**src/rtl/split_sched_pkg.sv**
```systemverilog
// split_sched_pkg: FSM state type and frame-config legality check shared by
// the split_sched controller and its bench.
package split_sched_pkg;

    localparam int unsigned DEF_BURST_LENGTH  = 32;
    localparam int unsigned DEF_KERNEL_LENGTH = 3;

    typedef enum logic [1:0] {IDLE, RUN, FLUSH, DONE} sched_state_t;

    function automatic logic cfg_ok(
        input int unsigned width,
        input int unsigned height,
        input int unsigned max_w = DEF_BURST_LENGTH,
        input int unsigned k     = DEF_KERNEL_LENGTH
    );
        return (width != 0) && (width <= max_w) && (height >= k);
    endfunction

endpackage

```
**src/rtl/split_sched.sv**
```systemverilog
// split_sched: meters DMA pixels into the split line-buffer cascade and tags
// each emitted column with row/col position, window status and frame end.
module split_sched
    import split_sched_pkg::*;
#(
    parameter int DATA_WIDTH    = 32,
    parameter int BURST_LENGTH  = 32,
    parameter int KERNEL_LENGTH = 3,
    parameter int W_WIDTH       = $clog2(BURST_LENGTH) + 1,
    parameter int H_WIDTH       = 12
) (
    input  logic                  clk,
    input  logic                  rst,
    input  logic                  start,
    input  logic [W_WIDTH-1:0]    cfg_width,
    input  logic [H_WIDTH-1:0]    cfg_height,
    output logic                  busy,
    output logic                  done,
    output logic                  cfg_err,
    input  logic                  s_valid,
    output logic                  s_ready,
    input  logic [DATA_WIDTH-1:0] s_data,
    output logic                  split_wen,
    output logic [DATA_WIDTH-1:0] split_din,
    output logic                  split_ren,
    output logic                  split_rst,
    input  logic                  split_valid,
    input  logic                  split_full,
    input  logic                  m_ready,
    output logic                  m_valid,
    output logic [H_WIDTH-1:0]    m_row,
    output logic [W_WIDTH-1:0]    m_col,
    output logic                  m_win,
    output logic                  m_last
);

    localparam int IW = W_WIDTH + H_WIDTH;

    sched_state_t       r_state;
    logic [W_WIDTH-1:0] r_width;
    logic [W_WIDTH-1:0] r_col;
    logic [H_WIDTH-1:0] r_height;
    logic [H_WIDTH-1:0] r_row;
    logic [IW-1:0]      r_in_total;
    logic [IW-1:0]      r_in_cnt;
    logic               r_cfg_err;
    logic               w_run;
    logic               w_last_col;

    // Gating with rst keeps every handshake quiet while reset is held.
    assign w_run      = rst && (r_state == RUN);
    assign busy       = rst && (r_state != IDLE);
    assign done       = rst && (r_state == DONE);
    assign cfg_err    = rst && r_cfg_err;
    assign s_ready    = w_run && !split_full && (r_in_cnt < r_in_total);
    assign split_wen  = s_valid && s_ready;
    assign split_din  = s_data;
    assign split_ren  = w_run && m_ready;
    assign split_rst  = !rst || (r_state == FLUSH);
    assign m_valid    = w_run && split_valid;
    assign m_row      = r_row;
    assign m_col      = r_col;
    assign w_last_col = (r_col == r_width - 1'b1);
    assign m_win      = m_valid && (r_col >= W_WIDTH'(KERNEL_LENGTH - 1));
    assign m_last     = m_valid && w_last_col && (r_row == r_height - H_WIDTH'(KERNEL_LENGTH));

    always_ff @(posedge clk) begin
        if (!rst) begin
            r_state    <= IDLE;
            r_width    <= '0;
            r_height   <= '0;
            r_col      <= '0;
            r_row      <= '0;
            r_in_total <= '0;
            r_in_cnt   <= '0;
            r_cfg_err  <= 1'b0;
        end else begin
            r_cfg_err <= 1'b0;
            case (r_state)
                IDLE: begin
                    if (start) begin
                        if (cfg_ok(32'(cfg_width), 32'(cfg_height), BURST_LENGTH, KERNEL_LENGTH)) begin
                            r_width    <= cfg_width;
                            r_height   <= cfg_height;
                            r_in_total <= IW'(cfg_width) * IW'(cfg_height);
                            r_in_cnt   <= '0;
                            r_col      <= '0;
                            r_row      <= '0;
                            r_state    <= RUN;
                        end else begin
                            r_cfg_err <= 1'b1;
                        end
                    end
                end
                RUN: begin
                    if (split_wen) r_in_cnt <= r_in_cnt + 1'b1;
                    if (m_valid) begin
                        r_col <= w_last_col ? '0 : r_col + 1'b1;
                        r_row <= w_last_col ? r_row + 1'b1 : r_row;
                        if (m_last) r_state <= FLUSH;
                    end
                end
                FLUSH: r_state <= DONE;
                DONE:  r_state <= IDLE;
            endcase
        end
    end

endmodule

```
**config.mk**
```make
export PLATFORM = sky130hd
export DESIGN_NAME = split_sched
export DESIGN_NICKNAME = d
export VERILOG_FILES = /design/src/rtl/split_sched_pkg.sv /design/src/rtl/split_sched.sv
export SDC_FILE = /design/constraint.sdc
export NUM_CORES = 1
export LEC_CHECK = 0
export CAP_MARGIN = 0
export CORE_MARGIN = 3
export CORE_UTILIZATION = 40
export DETAILED_ROUTE_END_ITERATION = 16
export GPL_ROUTABILITY_DRIVEN = 1
export PLACE_DENSITY_LB_ADDON = 0.2
export SLEW_MARGIN = 20
export SYNTH_ARGS = -nofsm -noshare
export SYNTH_HDL_FRONTEND = slang
export SYNTH_SLANG_ARGS = --single-unit
```
**constraint.sdc**
```tcl
create_clock -name clk -period 12.8 [get_ports clk]
set_clock_uncertainty 0.05 [all_clocks]
set_input_delay 3.84 -clock clk [delete_from_list [all_inputs] [get_ports clk]]
set_output_delay 3.84 -clock clk [all_outputs]
set_load 0.02 [all_outputs]
```
==> flow_metrics.env <==
export IMPL_ys_top_cells_by_area="dfxtp_1 22%, fa_1 12%, ha_1 9.9%"
export IMPL_multiInputGateArea_mm2=0.00452
export IMPL_slew_viol_final=0
export IMPL_via_count=5369
export IMPL_critPathMaxFanout=15
export IMPL_core_mm2=0.0161
export IMPL_antenna_cells=0
export IMPL_hold_start="r_in_total[5]"
export IMPL_gp_congestion=0.841
export IMPL_crit_top_cell="clkdlybuf4s50_1"
export IMPL_min_path_type="reg2reg"
export IMPL_required_ns=8.91
export IMPL_clk_latency_ns=0.34
export IMPL_synth_top_area_cell="dfxtp_1"
export IMPL_synth_edf_count=0
export IMPL_crit_type="in2out"
export IMPL_vias_per_cell=5.15
export IMPL_grt_pass1_wl_mm=26.2
export IMPL_cp_cell_sequence="clkdlybuf4s50_1, buf_4, nand3_1, clkinv_1, o2111ai_1, a2111o_1, or4_1, nor3_1, clkdlybuf4s50_1"
export IMPL_p_per_area_mw_per_mm2=138
export IMPL_critical_path_max_stage_delay_ns=0.63
export IMPL_cts_sink_count=75
export IMPL_crit_start="rst"
export IMPL_syn_nets=967
export IMPL_regArea_mm2=0.00150
export IMPL_syn_inst=816
export IMPL_fin_setup_tns_ns=0
export IMPL_vdd_drop_max_mv=0.0647
export IMPL_power_leakage_nw=3.20
export IMPL_finalPower_w=0.00102
export IMPL_mappedNetlistArea_mm2=0.00669
export IMPL_fin_ws_ns=2.22
export IMPL_routedWlPerCell_um=14.7
export IMPL_globalRouteOverflowTotal=0
export IMPL_drtIter0Drc=293
export IMPL_grt_pass1_vias=5100
export IMPL_htreeDepth=3
export IMPL_cts_clk_slew_worst_paths_ns=0.06
export IMPL_wirelength_mm=15.4
export IMPL_nNetsFinal=974
export IMPL_grt_antenna_before_repair=0
export IMPL_ys_ff_latch=75
export IMPL_finalHoldViolations=0
export IMPL_worst_slew_pin_slew_ns=1.04
export IMPL_drive_above_1_share=0.0314
export IMPL_cts_hold_buf=0
export IMPL_cts_setup_buffers=0
export IMPL_drtPass1Iterations=5
export IMPL_port_buffers=52
export IMPL_rr_startpoint="r_state[1]"
export IMPL_die_w_um=135
export IMPL_cts_root_buf="clkbuf_16"
export IMPL_antenna_left=0
export IMPL_numCtsBuffers=9
export IMPL_track_usage=0.175
export IMPL_yosysTopAreaCellShare=0.225
export IMPL_setup_violations=0
export IMPL_dieArea_mm2=0.0183
export IMPL_cts_resized=0
export IMPL_cp_slowest_cell="clkdlybuf4s50_1"
export IMPL_path_delay_family="buffers and inverters"
export IMPL_drc=0
export IMPL_die_y_um=135
export IMPL_status="completed"
export IMPL_min_period_ns=10.58
export IMPL_place_hpwl_mm=11.5
export IMPL_fin_crit_sh=0.826
export IMPL_syn2layout_area_growth_pct=11.1
export IMPL_fmax_mhz=94.5
export IMPL_async_flop_share=0
export IMPL_clockBufferDepth=2
export IMPL_yosys_warnings=0
export IMPL_slew_headroom=0.307
export IMPL_initial_utilization=0.415
export IMPL_grt_max_degree=53
export IMPL_yosysSeqAreaShare=0.225
export IMPL_cp_arrival_ns=6.69
export IMPL_rows=46
export IMPL_io_pins=117
export IMPL_crit_buf_inv=4
export IMPL_n_fill_cell=1618
export IMPL_cp_start_kind="input pin"
export IMPL_syn_avg_cell_area_um2=8.20
export IMPL_synth_cell_types=54
export IMPL_rsz0062_at_grt="no"
export IMPL_maxCapViolCount=0
export IMPL_post_place_ws_ns=2.23
export IMPL_synth_main_ff_cell="dfxtp_1"
export IMPL_cts_tree="done"
export IMPL_crit_path_end_kind="output port"
[report_power, final]
part           switching [W]  internal, W
Clock               0.000103     0.000136
Sequential         0.0000286     0.000261
Combinational       0.000291     0.000206
[cells in the mapped netlist (7+ instances only)]
library cell / n
xor2_1: 28
dfxtp_1: 75
ha_1: 53
a21o_1: 7
o21ai_1: 17
nor2_1: 83
and2_1: 68
nor3_1: 14
o21ai_0: 10
xnor2_1: 21
inv_1: 82
a21oi_1: 46
buf_4: 33
mux2i_1: 26
nand2_1: 54
nand3_1: 17
nand2b_1: 10
nand4_1: 9
or4_1: 7
fa_1: 41
a211oi_1: 7
and3_1: 9
clkbuf_1: 19
or3_1: 15
[placed cells by master (no fill, tap or decap), types with 28 or more instances in the layout]
master and n:
xor2_1 28, inv_1 82, nor2_1 83, clkdlybuf4s50_1 52, ha_1 53, dfxtp_1 75, a21oi_1 46, fa_1 41
nand2_1 54, and2_1 68
[worst reg2reg max path, delay by kind of cell (launching register included)]
family	cells	cell delay [ns]
buffers and inverters	2	0.21
AND/OR/NAND/NOR	3	0.99
flip-flops	1	0.34
adder cells (fa/ha/maj)	1	0.44
AO/OA/AOI/OAI	4	1.22
[path summary, 6_finish.rpt]
kind         slack [ns]  depth (start not counted)            end
max                2.22                          9         m_last
min                0.44                          2  r_in_total[5]
max reg2reg        9.48                         10     r_state[0]
min reg2reg        0.44                          2  r_in_total[5]
[flip-flops by register name, indices dropped and copies added, names as in the netlist]
register,flops
r_width,6
m_row,12
r_cfg_err,1
r_height,12
m_col,6
r_in_cnt,18
r_state,2
r_in_total,18
[kinds of logic (layout without fill, tap and decap cells)]
| kind of cell | after synthesis | after routing | share of synthesized area |
|---|---|---|---|
| buf+inv | 143 | 154 | 0.100 |
| xor+xnor | 49 | 49 | 0.0642 |
| mux | 26 | 26 | 0.0389 |
| compound gates | 126 | 126 | 0.119 |
| simple gates | 303 | 303 | 0.231 |
| flops | 75 | 75 | 0.225 |
| fa+ha+maj | 94 | 94 | 0.222 |
[per-stage QoR]
stage | area (um2) | hold WS (ns) | utilization | cells
2_1_floorplan | 6690 | 0.393 | - | 816
5_1_grt | 7430 | 0.467 | 0.461 | 1043
6_report | 7430 | 0.436 | 0.461 | 1043
3_3_place_gp | 7150 | 0.418 | 0.444 | 1028
3_5_place_dp | 7150 | 0.426 | 0.444 | 1028
4_1_cts | 7430 | 0.437 | 0.461 | 1043
[area by class of cell]
cell class	count	share of cell area
clock buffers	10	0.0322
clock inverters	5	0.00505
inverters	83	0.0419
multi-input cells	598	0.608
flip-flops and latches	75	0.202
well taps	216	0.0364
repair buffers	56	0.0741
[per-layer routing]
layer	part of all wire	vias up	global-route usage
met4	0.0086	0	0.0364
li1	-	2710	-
met2	0.42	114	0.253
met1	0.53	2534	0.271
met3	0.044	11	0.0316
met5	0	-	0
Power figures use the tool's default switching activity.
